File: src/rtl/perceptron_pkg.sv
// Shared types and constants for the XOR perceptron training controller.
//   state_t    : controller FSM states
//   sample_t   : one training sample (two inputs and a target, IEEE-754 single)
//   XOR_TABLE  : the four XOR samples, indexed by sample number
package perceptron_pkg;

  localparam int unsigned DATA_W  = 32;
  localparam int unsigned IDX_W   = 2;
  localparam int unsigned EPOCH_W = 16;
  localparam int unsigned CNT_W   = 8;

  localparam logic [DATA_W-1:0] FP_ZERO = 32'h0000_0000;
  localparam logic [DATA_W-1:0] FP_ONE  = 32'h3f80_0000;

  typedef enum logic [2:0] {
    IDLE,
    LOAD,
    FWD_WAIT,
    UPD,
    UPD_WAIT,
    COMMIT,
    DONE
  } state_t;

  typedef struct packed {
    logic [DATA_W-1:0] x1;
    logic [DATA_W-1:0] x2;
    logic [DATA_W-1:0] t;
  } sample_t;

  localparam sample_t XOR_TABLE [4] = '{
    '{x1: FP_ZERO, x2: FP_ZERO, t: FP_ZERO},
    '{x1: FP_ZERO, x2: FP_ONE,  t: FP_ONE },
    '{x1: FP_ONE,  x2: FP_ZERO, t: FP_ONE },
    '{x1: FP_ONE,  x2: FP_ONE,  t: FP_ZERO}
  };

endpackage

File: src/rtl/perceptron_train_ctrl_latency_counter.sv
// Down-counter used to time the forward and update datapath waits.
//   clk, rst_n : clock, async active-low reset
//   load       : capture loadVal (takes priority over dec)
//   dec        : decrement by one; holds at zero, never wraps
//   loadVal    : value to load (latency - 1)
//   zero       : registered flag, high while the count is zero
module latency_counter
  import perceptron_pkg::*;
(
  input  logic             clk,
  input  logic             rst_n,
  input  logic             load,
  input  logic             dec,
  input  logic [CNT_W-1:0] loadVal,
  output logic             zero
);

  logic [CNT_W-1:0] count;

  // Zero flag is computed alongside the count so it comes straight from a flop.
  always_ff @(posedge clk or negedge rst_n) begin
    if (!rst_n) begin
      count <= '0;
      zero  <= 1'b1;
    end else if (load) begin
      count <= loadVal;
      zero  <= (loadVal == '0);
    end else if (dec && !zero) begin
      count <= count - CNT_W'(1);
      zero  <= (count == CNT_W'(1));
    end
  end

endmodule

File: src/rtl/perceptron_train_ctrl.sv
// Training sequencer for an XOR perceptron: walks the four samples for
// N_EPOCH epochs, launching forward pass and weight update for each sample
// and pulsing weight load once the update datapath result is valid.
//   iCLK, iRST_N      : clock, async active-low reset
//   iSTART, iSTOP     : start a run (sampled in IDLE), abort from any state
//   oX1, oX2, oT      : current sample inputs and target (IEEE-754 single)
//   oFWD_VALID        : one-cycle forward-pass launch
//   oUPD_VALID        : one-cycle weight-update launch
//   oW_LOAD           : one-cycle weight register capture
//   oSAMPLE_IDX       : current sample 0..3
//   oEPOCH            : current epoch, 0-based
//   oBUSY, oDONE      : not-idle flag, completion pulse
module perceptron_train_ctrl
  import perceptron_pkg::*;
#(
  parameter int unsigned FWD_LATENCY = 8,
  parameter int unsigned UPD_LATENCY = 12,
  parameter int unsigned N_EPOCH     = 1000
) (
  input  logic               iCLK,
  input  logic               iRST_N,
  input  logic               iSTART,
  input  logic               iSTOP,
  output logic [DATA_W-1:0]  oX1,
  output logic [DATA_W-1:0]  oX2,
  output logic [DATA_W-1:0]  oT,
  output logic               oFWD_VALID,
  output logic               oUPD_VALID,
  output logic               oW_LOAD,
  output logic [IDX_W-1:0]   oSAMPLE_IDX,
  output logic [EPOCH_W-1:0] oEPOCH,
  output logic               oBUSY,
  output logic               oDONE
);

  // The counter is loaded with latency-1 so the wait state lasts exactly latency cycles.
  localparam logic [CNT_W-1:0]   FWD_LOAD   = CNT_W'(FWD_LATENCY - 1);
  localparam logic [CNT_W-1:0]   UPD_LOAD   = CNT_W'(UPD_LATENCY - 1);
  localparam logic [EPOCH_W-1:0] LAST_EPOCH = EPOCH_W'(N_EPOCH - 1);

  state_t             state;
  state_t             nextState;
  logic               cntLoad;
  logic               cntDec;
  logic               cntZero;
  logic [CNT_W-1:0]   cntLoadVal;
  logic [IDX_W-1:0]   nextIdx;
  logic [EPOCH_W-1:0] nextEpoch;
  logic               lastSample;

  latency_counter uWaitCnt (
    .clk     (iCLK),
    .rst_n   (iRST_N),
    .load    (cntLoad),
    .dec     (cntDec),
    .loadVal (cntLoadVal),
    .zero    (cntZero)
  );

  // Next-state, wait-counter control and sample/epoch bookkeeping.
  always_comb begin
    nextState  = state;
    cntLoad    = 1'b0;
    cntDec     = 1'b0;
    cntLoadVal = '0;
    nextIdx    = oSAMPLE_IDX;
    nextEpoch  = oEPOCH;
    lastSample = (oSAMPLE_IDX == IDX_W'(3)) && (oEPOCH == LAST_EPOCH);

    case (state)
      IDLE: begin
        if (iSTART) nextState = LOAD;
      end
      LOAD: begin
        nextState  = FWD_WAIT;
        cntLoad    = 1'b1;
        cntLoadVal = FWD_LOAD;
      end
      FWD_WAIT: begin
        if (cntZero) nextState = UPD;
        else         cntDec    = 1'b1;
      end
      UPD: begin
        nextState  = UPD_WAIT;
        cntLoad    = 1'b1;
        cntLoadVal = UPD_LOAD;
      end
      UPD_WAIT: begin
        if (cntZero) nextState = COMMIT;
        else         cntDec    = 1'b1;
      end
      COMMIT: begin
        nextState = lastSample ? DONE : LOAD;
      end
      DONE: begin
        nextState = IDLE;
      end
      default: begin
        nextState = IDLE;
      end
    endcase

    // Abort overrides every transition, including start and completion.
    if (iSTOP) nextState = IDLE;

    // Index/epoch only move on entry to LOAD, so the final commit leaves them at their last values.
    if (state == IDLE && nextState == LOAD) begin
      nextIdx   = '0;
      nextEpoch = '0;
    end else if (state == COMMIT && nextState == LOAD) begin
      nextIdx = oSAMPLE_IDX + IDX_W'(1);
      if (oSAMPLE_IDX == IDX_W'(3)) nextEpoch = oEPOCH + EPOCH_W'(1);
    end
  end

  // State register and registered outputs, decoded from the next state.
  always_ff @(posedge iCLK or negedge iRST_N) begin
    if (!iRST_N) begin
      state       <= IDLE;
      oX1         <= FP_ZERO;
      oX2         <= FP_ZERO;
      oT          <= FP_ZERO;
      oFWD_VALID  <= 1'b0;
      oUPD_VALID  <= 1'b0;
      oW_LOAD     <= 1'b0;
      oSAMPLE_IDX <= '0;
      oEPOCH      <= '0;
      oBUSY       <= 1'b0;
      oDONE       <= 1'b0;
    end else begin
      state       <= nextState;
      oFWD_VALID  <= (nextState == LOAD);
      oUPD_VALID  <= (nextState == UPD);
      oW_LOAD     <= (nextState == COMMIT);
      oDONE       <= (nextState == DONE);
      oBUSY       <= (nextState != IDLE);
      oSAMPLE_IDX <= nextIdx;
      oEPOCH      <= nextEpoch;
      // Sample operands change only on LOAD entry and hold through COMMIT.
      if (nextState == LOAD) begin
        oX1 <= XOR_TABLE[nextIdx].x1;
        oX2 <= XOR_TABLE[nextIdx].x2;
        oT  <= XOR_TABLE[nextIdx].t;
      end
    end
  end

endmodule
File: config.mk
export PLATFORM = sky130hd
export DESIGN_NAME = perceptron_train_ctrl
export DESIGN_NICKNAME = d
export VERILOG_FILES = /design/src/rtl/perceptron_pkg.sv /design/src/rtl/perceptron_train_ctrl_latency_counter.sv /design/src/rtl/perceptron_train_ctrl.sv
export SDC_FILE = /design/constraint.sdc
export NUM_CORES = 1
export LEC_CHECK = 0
export CAP_MARGIN = 10
export CORE_UTILIZATION = 40
export DETAILED_ROUTE_END_ITERATION = 10
export DONT_BUFFER_PORTS = 1
export SYNTH_ARGS = -nofsm -noshare
export SYNTH_HDL_FRONTEND = slang
export SYNTH_SLANG_ARGS = --single-unit
File: constraint.sdc
create_clock -name iCLK -period 4.15 [get_ports iCLK]
set_input_delay 1.0375 -clock iCLK [delete_from_list [all_inputs] [get_ports iCLK]]
set_output_delay 1.0375 -clock iCLK [all_outputs]
set_load 0.1 [all_outputs]
# Yosys cells after proc, flatten, opt, wreduce, memory -nomap -nowiden
# Index checks and enable logic that the tools add are counted.
word_totals:
  inputBits: 4
  word_cells: 66
  register_bits: 131
op_classes:
  mux: 22
  n_reduce_logical: 14
  addsub: 3
  order_cmp: 1
  eq_ne: 12
  bitwise: 1
ops:
  columns: ["cell", "n"]
  rows:
  - ["$bmux W96 S2", 1]
  - ["$mux W96", 2]
  - ["$mux W16", 3]
  - ["$pmux W3 S6", 1]
  - ["$add A16 B1 Y16 const B", 1]
  - ["$eq A16 B10 Y1 const B", 1]
  - ["$mux W8", 2]
  - ["$mux W3", 5]
  - ["$eq A3 B3 Y1 const B", 4]
  - ["$eq A3 B2 Y1 const B", 3]
  - ["$eq A8 B1 Y1 const B", 1]
  - ["$logic_not A8 Y1", 1]
  - ["$pmux W4 S2", 1]
  - ["$sub A8 B1 Y8 const B", 1]
  - ["$eq A3 B1 Y1 const B", 2]
  - ["$reduce_bool A2 Y1", 3]
  - ["$mux W1", 5]
  - ["$logic_and A1 B1 Y1", 4]
  - ["$mux W2", 2]
  - ["$reduce_or A2 Y1", 2]
  - ["$ge A3 B3 Y1 const B", 1]
  - ["$logic_not A3 Y1", 1]
  - ["$not A2 Y3", 1]
  - ["$reduce_bool A3 Y1", 1]
  - ["other kinds (4)", 4]

# Logic depth before layout (Yosys ltp)
# Gate-level depths: netlist (run 1).
depth:
  word_depth: 13
  ltp_mapped: 7
  depth_no_buf: 7

# Modules after synthesis
# From an unflattened synthesis (run 1), not the netlist that was laid out.
hier_totals:
  cells_unflattened: 310
  area_unflattened_um2: 2796.4
modules_own_cells:
  columns: ["mod", "n_inst", "seq_area_each_um2", "area_each_um2", "cells_per_inst"]
  rows:
  - ["perceptron_train_ctrl", 1, 725.7, 2262.2, 253]
  - ["latency_counter", 1, 226.5, 534.3, 57]

# Least setup slack after synthesis (run 1)
# Ideal clock, no wire load.
synth_path:
  kind: "register to register"
  from: "register oEPOCH[0]"
  to: "register oSAMPLE_IDX[0]"
  arrival_time_ns: 2.366
  stages_incl_launch_ff: 7
  path_buffers: 0
  setup_slack_ns: 1.617
  t_required_ns: 3.982
  cell_sequence: "dfrtp_1 > ha_1 > nand4_1 > or2_2 > or3_4 > nand2_2 > o21ai_0"
synth_via:
  elab_chain_len: 9
  word_cells_on_any_way: 10
  cone_classes: "eq/ne (2); mux (5); reduce/logical (3)"
synth_rtl:
  columns: ["item", "line_no", "text"]
  rows:
  - ["start, declared", "perceptron_train_ctrl.sv:31", "output logic [EPOCH_W-1:0] oEPOCH,"]
  - ["start signal, assigned", "perceptron_train_ctrl.sv:138", "oEPOCH <= nextEpoch;"]
  - ["$eq A16 B10 Y1 *", "perceptron_train_ctrl.sv:68", "lastSample = (oSAMPLE_IDX == IDX_W'(3)) && (oEPOCH == LAST_EPOCH);"]
  - ["$logic_and A1 B1 Y1 *", "perceptron_train_ctrl.sv:68", null]
  - ["$mux W3 *", "perceptron_train_ctrl.sv:93", "nextState = lastSample ? DONE : LOAD;"]
  - ["$pmux W3 S6 *", "perceptron_train_ctrl.sv:70", "case (state)"]
  - ["$mux W3 *", "perceptron_train_ctrl.sv:104", "if (iSTOP) nextState = IDLE;"]
  - ["$eq A3 B1 Y1 *", "perceptron_train_ctrl.sv:107, perceptron_train_ctrl.sv:110", null]
  - ["$logic_and A1 B1 Y1", "perceptron_train_ctrl.sv:110", "end else if (state == COMMIT && nextState == LOAD) begin"]
  - ["$mux W2", "perceptron_train_ctrl.sv:110", null]
  - ["$mux W2 *", "perceptron_train_ctrl.sv:107", "if (state == IDLE && nextState == LOAD) begin"]
  - ["net nextIdx[0]", "perceptron_train_ctrl.sv:47", "logic [IDX_W-1:0] nextIdx;"]
  - ["end signal, assigned", "perceptron_train_ctrl.sv:137", "oSAMPLE_IDX <= nextIdx;"]
  - ["end, declared", "perceptron_train_ctrl.sv:30", "output logic [IDX_W-1:0] oSAMPLE_IDX,"]
# Mark *: on every way through the listed nets, which the timed path passes. The rest lies on a longest branch.
# A chain may end at the register's enable or synchronous reset.

==> results of run 1 <==
## cell families (layout without fill, tap and decap cells)
logic type,after synthesis,in the layout,synth area share (%)
buf+inv,109,25,27.8
flops,38,38,34.7
fa+ha+maj,4,4,1.82
xor+xnor,10,10,3.19
simple gates,102,102,19.9
compound gates,51,51,11.8
mux,2,2,0.729
other cells,1,75,0.137
## sequential cells by signal, indices dropped and copies added (netlist names), 2 cells and up
| name | count |
|---|---|
| oEPOCH | 16 |
| uWaitCnt.count | 8 |
| state | 3 |
| oSAMPLE_IDX | 2 |
## placed cells by master (no fill, tap or decap), types with 4 or more instances in the layout
cell      Yosys  routed
conb_1        1      75
dfrtp_1      37      34
nor2_1       28      28
nand2_1      19      19
o21ai_0      15      15
a21oi_1      12      12
nand3_1       9       9
inv_1         7       7
xor2_1        7       7
buf_4        94       7
clkbuf_8      0       6
nand4_1       5       5
nor2b_1       5       5
or3_1         5       5
o211ai_1      5       5
and3_1        5       5
nor4_1        5       5
a31oi_1       4       4
o21ai_1       4       4
ha_1          4       4
## cells in the mapped netlist (5+ instances only)
cell type,n
nor2b_1,5
clkbuf_1,5
nand3_1,9
nor2_1,28
o211ai_1,5
buf_4,94
xor2_1,7
nand2_1,19
inv_1,7
dfrtp_1,37
and3_1,5
a21oi_1,12
or3_1,5
nand4_1,5
o21ai_0,15
nor4_1,5
## final timing paths
path / to / slack, ns / startpoint
min: oEPOCH[2] / 0.44 / iRST_N
min in group iCLK: uWaitCnt.count[5] / 0.53 / uWaitCnt.count[5]
max in group asynchronous: uWaitCnt.zero / 3.53 / iRST_N
max: oX2[24] / 1.47 / oX2[28]
max reg2reg: oEPOCH[11] / 1.61 / oEPOCH[3]
min reg2reg: uWaitCnt.count[5] / 0.53 / uWaitCnt.count[5]
## power by group
part | internal [mW] | leakage (nW) | switching [mW]
clock network | 0.196 | 0.0585 | 0.125
registers | 0.390 | 0.505 | 0.0512
logic | 0.0457 | 0.692 | 0.378
## final cells by class
class / count / share of cell area (%)
multi-input combinational: 244 / 49.5
tap: 77 / 3.64
sequential: 38 / 36.4
clock inverter: 1 / 1.13
inverter: 7 / 0.993
timing repair buffer: 10 / 5.11
clock buffer: 7 / 3.26
## metrics by stage
step | setup slack, ns | instance area, um^2 | std cells | total power, mW | hold WS (ns)
final | 1.47 | 2650 | 384 | 1.18 | 0.444
after global routing | 1.43 | 2650 | 384 | 1.23 | 0.420
after CTS | 1.46 | 2650 | 384 | 1.20 | 0.427
after detailed placement | 1.58 | 2530 | 376 | 0.867 | 0.511
after global placement | 1.63 | 2530 | 376 | 0.865 | 0.507
after floorplan | 1.62 | 3020 | 391 | 0.904 | 0.485
## layer usage
layer / routed length [um] / part of all wire (%) / up-vias / global-route usage, %
li1: - / - / 895 / -
met5: 0 / 0 / - / 0
met3: 354 / 7.3 / 4 / 3.89
met4: 61 / 1.3 / 0 / 5.24
met1: 2180 / 45 / 864 / 18.4
met2: 2240 / 46 / 104 / 21.9
==> flow_summary_export.csv, run 1 <==
group,metric,value,unit
timing,finalHoldViolCount,0,
setup_path,rr_worst_depth,5,
floorplanning,start_util,42.3,%
cts,cts_buffers,5,
detailed_routing,drtIter0Drc,105,
detailed_routing,vias,1867,
setup_path,cp-end-kind,"output pin",
layout,diodes,0,
cts,post-cts-setup-buffer-count,0,
timing,drv_slew,0,
placement,dp_hpwl,3410,um
global_routing,grt_usage,14.0,%
power_and_ir_drop,peakVddDrop,0.000146,V
layout,postLayoutCoreUtil,40.7,%
cts,cts_resized,0,
power_and_ir_drop,leakage,1.26,nW
flow_run,drv_cap,0,
setup_path,start_kind,"flip-flop",
timing,post-route-min-period,2.68,ns
setup_path,worst-path-buf-inv,1,
outcome,outcome,"finished with violations",
setup_path,path_cells,"buf_16",
setup_path,worstSetupPathType,"reg2out",
detailed_routing,via_per_inst,4.86,
floorplanning,die-height,84.9,um
timing,fmax,373,MHz
yosys,synth-edff-count,0,
yosys,ys_seq_area_share,34.7,%
cts,clockBufferDepth,2,
setup_path,worst-path-max-fanout,5,
cts,cts-root-buf,"clkbuf_8",
timing,rsz0062_at_grt,"no",
layout,nets,314,
cts,cts.sinks,38,
placement,io_buffers,0,
cts,insertion_delay,0.28,ns
setup_path,cp.depth,1,
cts,postCtsHoldBufs,0,
global_routing,grt_pass1_vias,1645,
timing,setup_viol,0,
yosys,yosysTopAreaCellShare,33.7,%
yosys,ys_types,51,
cts,cts_tree,"yes",
yosys,ys_seq_elements,38,
layout,seq_area,963,um^2
setup_path,worstPathArrival,1.64,ns
floorplanning,rows,29,
detailed_routing,drc,12,
yosys,async_reset_ff_share,100,%
floorplanning,ios,123,
setup_path,critPathSlowestCell,"dfrtp_4",
global_routing,grt_pass1_wl,8070,um
global_routing,antenna_found_initial,0,
layout,multiInputGateArea,1310,um^2
outcome,violations,"DRC",
detailed_routing,wire_per_inst,12.6,um
yosys,synthCells,317,
timing,worst_pin_slew,1.06,ns
timing,finClkSkew,0.00516,ns
layout,drive_above_1_share,11.4,%
floorplanning,die_x,84.9,um
yosys,yosysTopAreaCell,"dfrtp_1",
cts,h-tree-depth,2,
timing,slew_headroom,29.2,%
yosys,syn_area_per_cell,8.66,um^2
power_and_ir_drop,power_density,448,nW/um^2
timing,tns,0,ns
detailed_routing,wl,4830,um
yosys,yosysWarnings,0,
setup_path,crit_family,"flip-flops",
yosys,synth.cell_area,2750,um^2
global_routing,grt-ovfl-total,0,
cts,clkTransAtPathRegs,0.08,ns
floorplanning,die-area,7200,um^2
layout,syn_to_final_growth,-3.64,%
setup_path,cp.required,3.11,ns
detailed_routing,firstDrtPassIters,9,
yosys,synthTopCellsByArea,"dfrtp_1 (34%), buf_4 (26%), nor2_1 (3.8%)",
timing,fin_crit_sh,64.6,%
yosys,synthFlopType,"dfrtp_1",
placement,place_congestion,0.805,
min_path,hold_class,"in2async",
floorplanning,coreArea,6490,um^2
setup_path,cpPeakStageDelay,0.84,ns
detailed_routing,ant_nets,0,
global_routing,grt_max_degree,39,
layout,fill_cells,629,
No activity file was read; power rests on OpenSTA's default activity.
==> run 2, diff against run 1 <==
==> constraint.sdc (replaced) <==
create_clock -name iCLK -period 2.5 [get_ports iCLK]
set_input_delay 0.625 -clock iCLK [delete_from_list [all_inputs] [get_ports iCLK]]
set_output_delay 0.625 -clock iCLK [all_outputs]
set_load 0.1 [all_outputs]
==> run 2 against run 1 <==
  * Largest power group is now combinational cells
  * Design area rose by 6.7%
  * Wire length rose by 3.0%
  * Sequential share of layout area fell by 2.1 points
  * Critical path type is now reg2reg
  * Worst hold slack got worse by 0.42 ns
  * Largest cell class unchanged
  * Via count rose by 3.5%
  * First-iteration DRC count rose by 98%
  * Clock power rose by 68%
  * Highest routed layer unchanged
  * Combinational power rose by 82%
  * The flow still finishes with violations (DRC)
==> flow_summary_export.csv, run 2 (same netlist as run 1, synthesis figures left out) <==
group,metric,value,unit
cts,post-cts-setup-buffer-count,0,
cts,cts_tree,"yes",
timing,rsz0062_at_grt,"no",
setup_path,rr_startpoint,"state[2]",
min_path,hold_class,"in2async",
cts,clkTransAtPathRegs,0.08,ns
detailed_routing,vias,1933,
outcome,outcome,"finished with violations",
floorplanning,coreArea,6490,um^2
floorplanning,die-area,7200,um^2
layout,mostFrequentLayoutCells,"conb_1 (75), dfrtp_1 (31), buf_4 (30), nor2_1 (28), nand2_1 (19)",
layout,layout_commonest_cell,"conb_1",
global_routing,grt_usage,14.3,%
timing,post-route-min-period,2.06,ns
timing,setup_viol,0,
setup_path,cp.depth,5,
setup_path,critPathSlowestCell,"dfrtp_1",
setup_path,r2r_end,"oEPOCH[6]",
outcome,violations,"DRC",
flow_run,drv_cap,0,
layout,largest_register_ffs,16,
setup_path,crit_start,"state[2]",
detailed_routing,m1WireLength,2240,um
timing,tns,0,ns
timing,fmax,485,MHz
detailed_routing,via_per_inst,4.75,
placement,io_buffers,0,
power_and_ir_drop,combinationalPowerShare,38.7,%
setup_path,rr_worst_depth,5,
timing,fin_crit_sh,82.5,%
floorplanning,die-height,84.9,um
global_routing,grt_pass1_wl,8340,um
floorplanning,die_x,84.9,um
setup_path,path_cells,"and4bb_2 > and2_1 > o21ai_4 > or3_2 > a21oi_1",
setup_path,cp.required,2.72,ns
detailed_routing,ant_nets,0,
power_and_ir_drop,p_int,1.06,mW
placement,dp_hpwl,3670,um
layout,top_regs,"oEPOCH x16, uWaitCnt.count x8, state x3",
setup_path,worst-path-max-fanout,12,
global_routing,antenna_found_initial,0,
timing,drv_slew,0,
cts,h-tree-depth,2,
layout,diodes,0,
setup_path,crit_end,"oEPOCH[6]",
power_and_ir_drop,power_density,704,nW/um^2
cts,cts.sinks,38,
power_and_ir_drop,sw_frac_of_total,46.6,%
setup_path,start_kind,"flip-flop",
power_and_ir_drop,seqPwrFrac,34.2,%
layout,drive_above_1_share,18.5,%
setup_path,worst-path-buf-inv,0,
setup_path,worstSetupPathType,"reg2reg",
floorplanning,start_util,42.3,%
placement,placed_cells,399,
cts,postCtsHoldBufs,0,
power_and_ir_drop,p_sw,0.927,mW
setup_path,cp-end-kind,"flip-flop",
global_routing,grt_pass1_vias,1791,
setup_path,cpPeakStageDelay,0.54,ns
timing,finalHoldViolCount,0,
detailed_routing,drc,11,
detailed_routing,wl_met2,2260,um
power_and_ir_drop,peakVddDrop,0.000258,V
layout,regMostFlops,"oEPOCH",
setup_path,worstPathArrival,2.28,ns
timing,finClkSkew,0.0133,ns
power_and_ir_drop,clkPwrFrac,27.1,%
power_and_ir_drop,leakage,1.37,nW
global_routing,grt_max_degree,39,
cts,clockBufferDepth,2,
detailed_routing,drtIter0Drc,208,
timing,worst_pin_slew,0.663,ns
layout,layoutNonFillerInstCount,407,
cts,cts-root-buf,"clkbuf_8",
cts,cts_buffers,5,
cts,cts_resized,0,
detailed_routing,highest-signal-layer,"met4",
floorplanning,rows,29,
global_routing,grt-ovfl-total,0,
layout,nets,337,
detailed_routing,firstDrtPassIters,9,
layout,syn_to_final_growth,2.78,%
placement,place_congestion,0.835,
cts,insertion_delay,0.29,ns
setup_path,rrSetupSlack,0.44,ns
detailed_routing,wl,4980,um
detailed_routing,dr_wl_met3,385,um
detailed_routing,wire_per_inst,12.2,um
floorplanning,ios,123,
timing,slew_headroom,55.4,%
layout,fill_cells,619,
setup_path,crit_family,"simple AND/OR/NAND/NOR gates",
-- run 2: power by group through the flow --
| stage | registers (mW) | clock network (mW) | logic [mW] |
|---|---|---|---|
| after detailed placement | 0.690 | 0 | 0.766 |
| final | 0.679 | 0.538 | 0.770 |
| after floorplan | 0.715 | 0 | 0.785 |
| after global routing | 0.687 | 0.572 | 0.798 |
| after CTS | 0.679 | 0.552 | 0.768 |
| after global placement | 0.690 | 0 | 0.761 |
-- run 2: metrics by stage --
stage	total power [mW]	hold slack, ns	utilization [%]	setup WS, ns	area (um^2)
CTS	2.00	0.0172	43.5	0.421	2820
global route	2.06	0.0138	43.5	0.245	2820
global placement	1.45	0.331	41.7	0.375	2710
finish	1.99	0.0249	43.5	0.438	2820
detailed placement	1.46	0.331	41.7	0.340	2710
floorplan	1.50	0.329	-	0.0404	3030
-- run 2: final cells by class --
type	count	area [um^2]	area share [%]
Clock buffer	7	86.3	3.06
Clock inverter	1	30.0	1.06
Inverter	7	26.3	0.931
Multi-Input combinational cell	244	1310	46.4
Sequential cell	38	967	34.3
Tap cell	77	96.3	3.41
Timing Repair Buffer	33	308	10.9
-- run 2: how the worst min path moves through the flow --
stage / endpoint / slack [ns] / cells after the start
floorplan: oBUSY / 0.33 / 0
global placement: uWaitCnt.count[7] / 0.33 / 0
detailed placement: uWaitCnt.count[7] / 0.33 / 0
CTS: oEPOCH[15] / 0.02 / 0
global route: oEPOCH[14] / 0.01 / 0
finish: oT[28] / 0.02 / 0
-- run 2: metal layers --
layer  up-vias  track usage [%]
li1        936                -
met1       894             18.8
met2        95             23.4
met3         8             2.63
met4         0             6.01
met5         -                0
==> run 3, diff against run 2 <==
==> constraint.sdc (replaced) <==
create_clock -name iCLK -period 1.85 [get_ports iCLK]
set_input_delay 0.4625 -clock iCLK [delete_from_list [all_inputs] [get_ports iCLK]]
set_output_delay 0.4625 -clock iCLK [all_outputs]
set_load 0.1 [all_outputs]
==> run 3 against run 2 <==
  * The run ends with DRC, setup timing left
  * Largest cell class unchanged
  * Largest power group unchanged
  * Wire length rose by 4.2%
  * Setup slack got worse by 0.63 ns
  * Register-to-register slack got worse by 0.63 ns
  * Non-clock buffer count rose by 12
  * Cell count rose by 2.9%
==> flow_summary_export.csv, run 3 (same netlist as run 1, synthesis figures left out) <==
group,metric,value,unit
outcome,outcome,"finished with violations",
outcome,violations,"DRC, setup timing",
floorplanning,rows,29,
power_and_ir_drop,total_power,2.60,mW
timing,post-route-min-period,2.04,ns
min_path,hold_class,"in2async",
detailed_routing,wl,5190,um
detailed_routing,highest-signal-layer,"met4",
placement,io_buffers,0,
layout,largest_register_ffs,16,
timing,worst_pin_slew,0.561,ns
layout,fill_cells,600,
floorplanning,ios,123,
setup_path,rr_startpoint,"oEPOCH[12]",
placement,place_congestion,0.791,
global_routing,antenna_found_initial,0,
timing,drv_slew,0,
timing,finClkSkew,0.00465,ns
cts,h-tree-depth,2,
cts,cts.sinks,38,
power_and_ir_drop,power_density,860,nW/um^2
layout,multiInputGateArea,1370,um^2
layout,stdcell_area,3020,um^2
cts,clockBufferDepth,2,
setup_path,cp-end-kind,"flip-flop",
floorplanning,coreArea,6490,um^2
global_routing,grt_pass1_wl,8220,um
detailed_routing,via_per_inst,4.76,
timing,finalHoldViolCount,0,
cts,clkTransAtPathRegs,0.08,ns
placement,dp_hpwl,3790,um
detailed_routing,drtIter0Drc,146,
layout,layout_commonest_cell,"conb_1",
floorplanning,die_x,84.9,um
timing,fin_crit_sh,110,%
global_routing,grt_pass1_vias,1735,
layout,nets,349,
power_and_ir_drop,peakVddDrop,0.000295,V
layout,top_regs,"oEPOCH x16, uWaitCnt.count x8, state x3",
layout,drive_above_1_share,28.9,%
timing,setup_viol,17,
placement,placed_cells,409,
setup_path,worst-path-max-fanout,7,
detailed_routing,drc,11,
layout,regMostFlops,"oEPOCH",
timing,rsz0062_at_grt,"yes",
cts,cts_buffers,5,
detailed_routing,ant_nets,0,
detailed_routing,firstDrtPassIters,11,
timing,slew_headroom,62.6,%
detailed_routing,wl_met2,2520,um
timing,setup_ws,-0.191,ns
layout,diodes,0,
global_routing,grt_usage,14.4,%
setup_path,rr_worst_depth,5,
layout,layoutNonFillerInstCount,419,
placement,dpl_cell_area,2840,um^2
global_routing,grt_max_degree,38,
detailed_routing,vias,1995,
power_and_ir_drop,leakage,1.41,nW
detailed_routing,dr_wl_met3,324,um
setup_path,worstSetupPathType,"reg2reg",
detailed_routing,wire_per_inst,12.4,um
setup_path,r2r_end,"oEPOCH[6]",
cts,cts_tree,"yes",
setup_path,rrSetupSlack,-0.19,ns
flow_run,drv_cap,0,
layout,seq_area,1010,um^2
setup_path,start_kind,"flip-flop",
cts,post-cts-setup-buffer-count,0,
global_routing,grt-ovfl-total,0,
detailed_routing,m1WireLength,2260,um
layout,syn_to_final_growth,9.89,%
timing,holdWs,0.00184,ns
cts,cts-root-buf,"clkbuf_8",
floorplanning,die-height,84.9,um
timing,fmax,490,MHz
layout,mostFrequentLayoutCells,"conb_1 (75), buf_4 (38), nor2_1 (27), nand2_1 (19), dfrtp_1 (16)",
floorplanning,die-area,7200,um^2
setup_path,worstPathArrival,2.26,ns
floorplanning,start_util,42.3,%
cts,insertion_delay,0.29,ns
placement,pre_cts_slack,-0.174,ns
setup_path,cp.required,2.07,ns
run 3: area by class of cell:
| cell class | instances | share of cell area (%) |
|---|---|---|
| clock buffer | 7 | 2.86 |
| inverter | 7 | 0.871 |
| tap | 77 | 3.19 |
| multi-input combinational | 244 | 45.5 |
| timing repair buffer | 45 | 14.1 |
| sequential | 38 | 33.3 |
| clock inverter | 1 | 0.166 |
run 3: stage by stage:
step / TNS (ns) / utilization, %
6_report: -2.56 / 46.5
5_1_grt: -3.76 / 46.5
4_1_cts: -2.48 / 45.7
3_5_place_dp: -2.21 / 43.8
3_3_place_gp: -1.73 / 43.8
2_1_floorplan: -4.40 / -
run 3: power breakdown:
part           leakage, nW  switching [mW]  internal, mW  total [mW]
sequential           0.472          0.0398         0.875       0.915
combinational        0.890           0.949         0.134        1.08
clock               0.0482           0.297         0.301       0.598
run 3: worst max path at each step:
| stage | startpoint | end | slack [ns] | cells past startpoint |
|---|---|---|---|---|
| floorplan | oEPOCH[12] | oEPOCH[5] | -0.32 | 5 |
| global placement | oEPOCH[12] | oEPOCH[5] | -0.13 | 5 |
| detailed placement | oEPOCH[12] | oEPOCH[6] | -0.17 | 5 |
| CTS | oEPOCH[12] | oEPOCH[5] | -0.19 | 5 |
| global route | oEPOCH[12] | oEPOCH[6] | -0.27 | 5 |
| finish | oEPOCH[12] | oEPOCH[6] | -0.19 | 5 |
run 3: worst max-delay path, stage by stage (launching register included):
cell	delay (ns)
dfrtp_4	0.47
or4_4	0.53
or4_4	0.48
o21ai_4	0.24
o21ai_1	0.11
a21oi_2	0.14
run 3: timing repair:
action | CTS | global route
pin swaps | 4 | 4
hold endpoints to repair | 37 | 1
endpoints found under the setup margin | 20 | 23
hold buffers | 1 | 1
resized for setup | 6 | 9
run 3: layer usage:
metal,global-route usage [%],up-vias
met5,0,-
met4,6.01,0
met3,3.21,8
met2,24.0,88
met1,18.1,939
li1,-,960
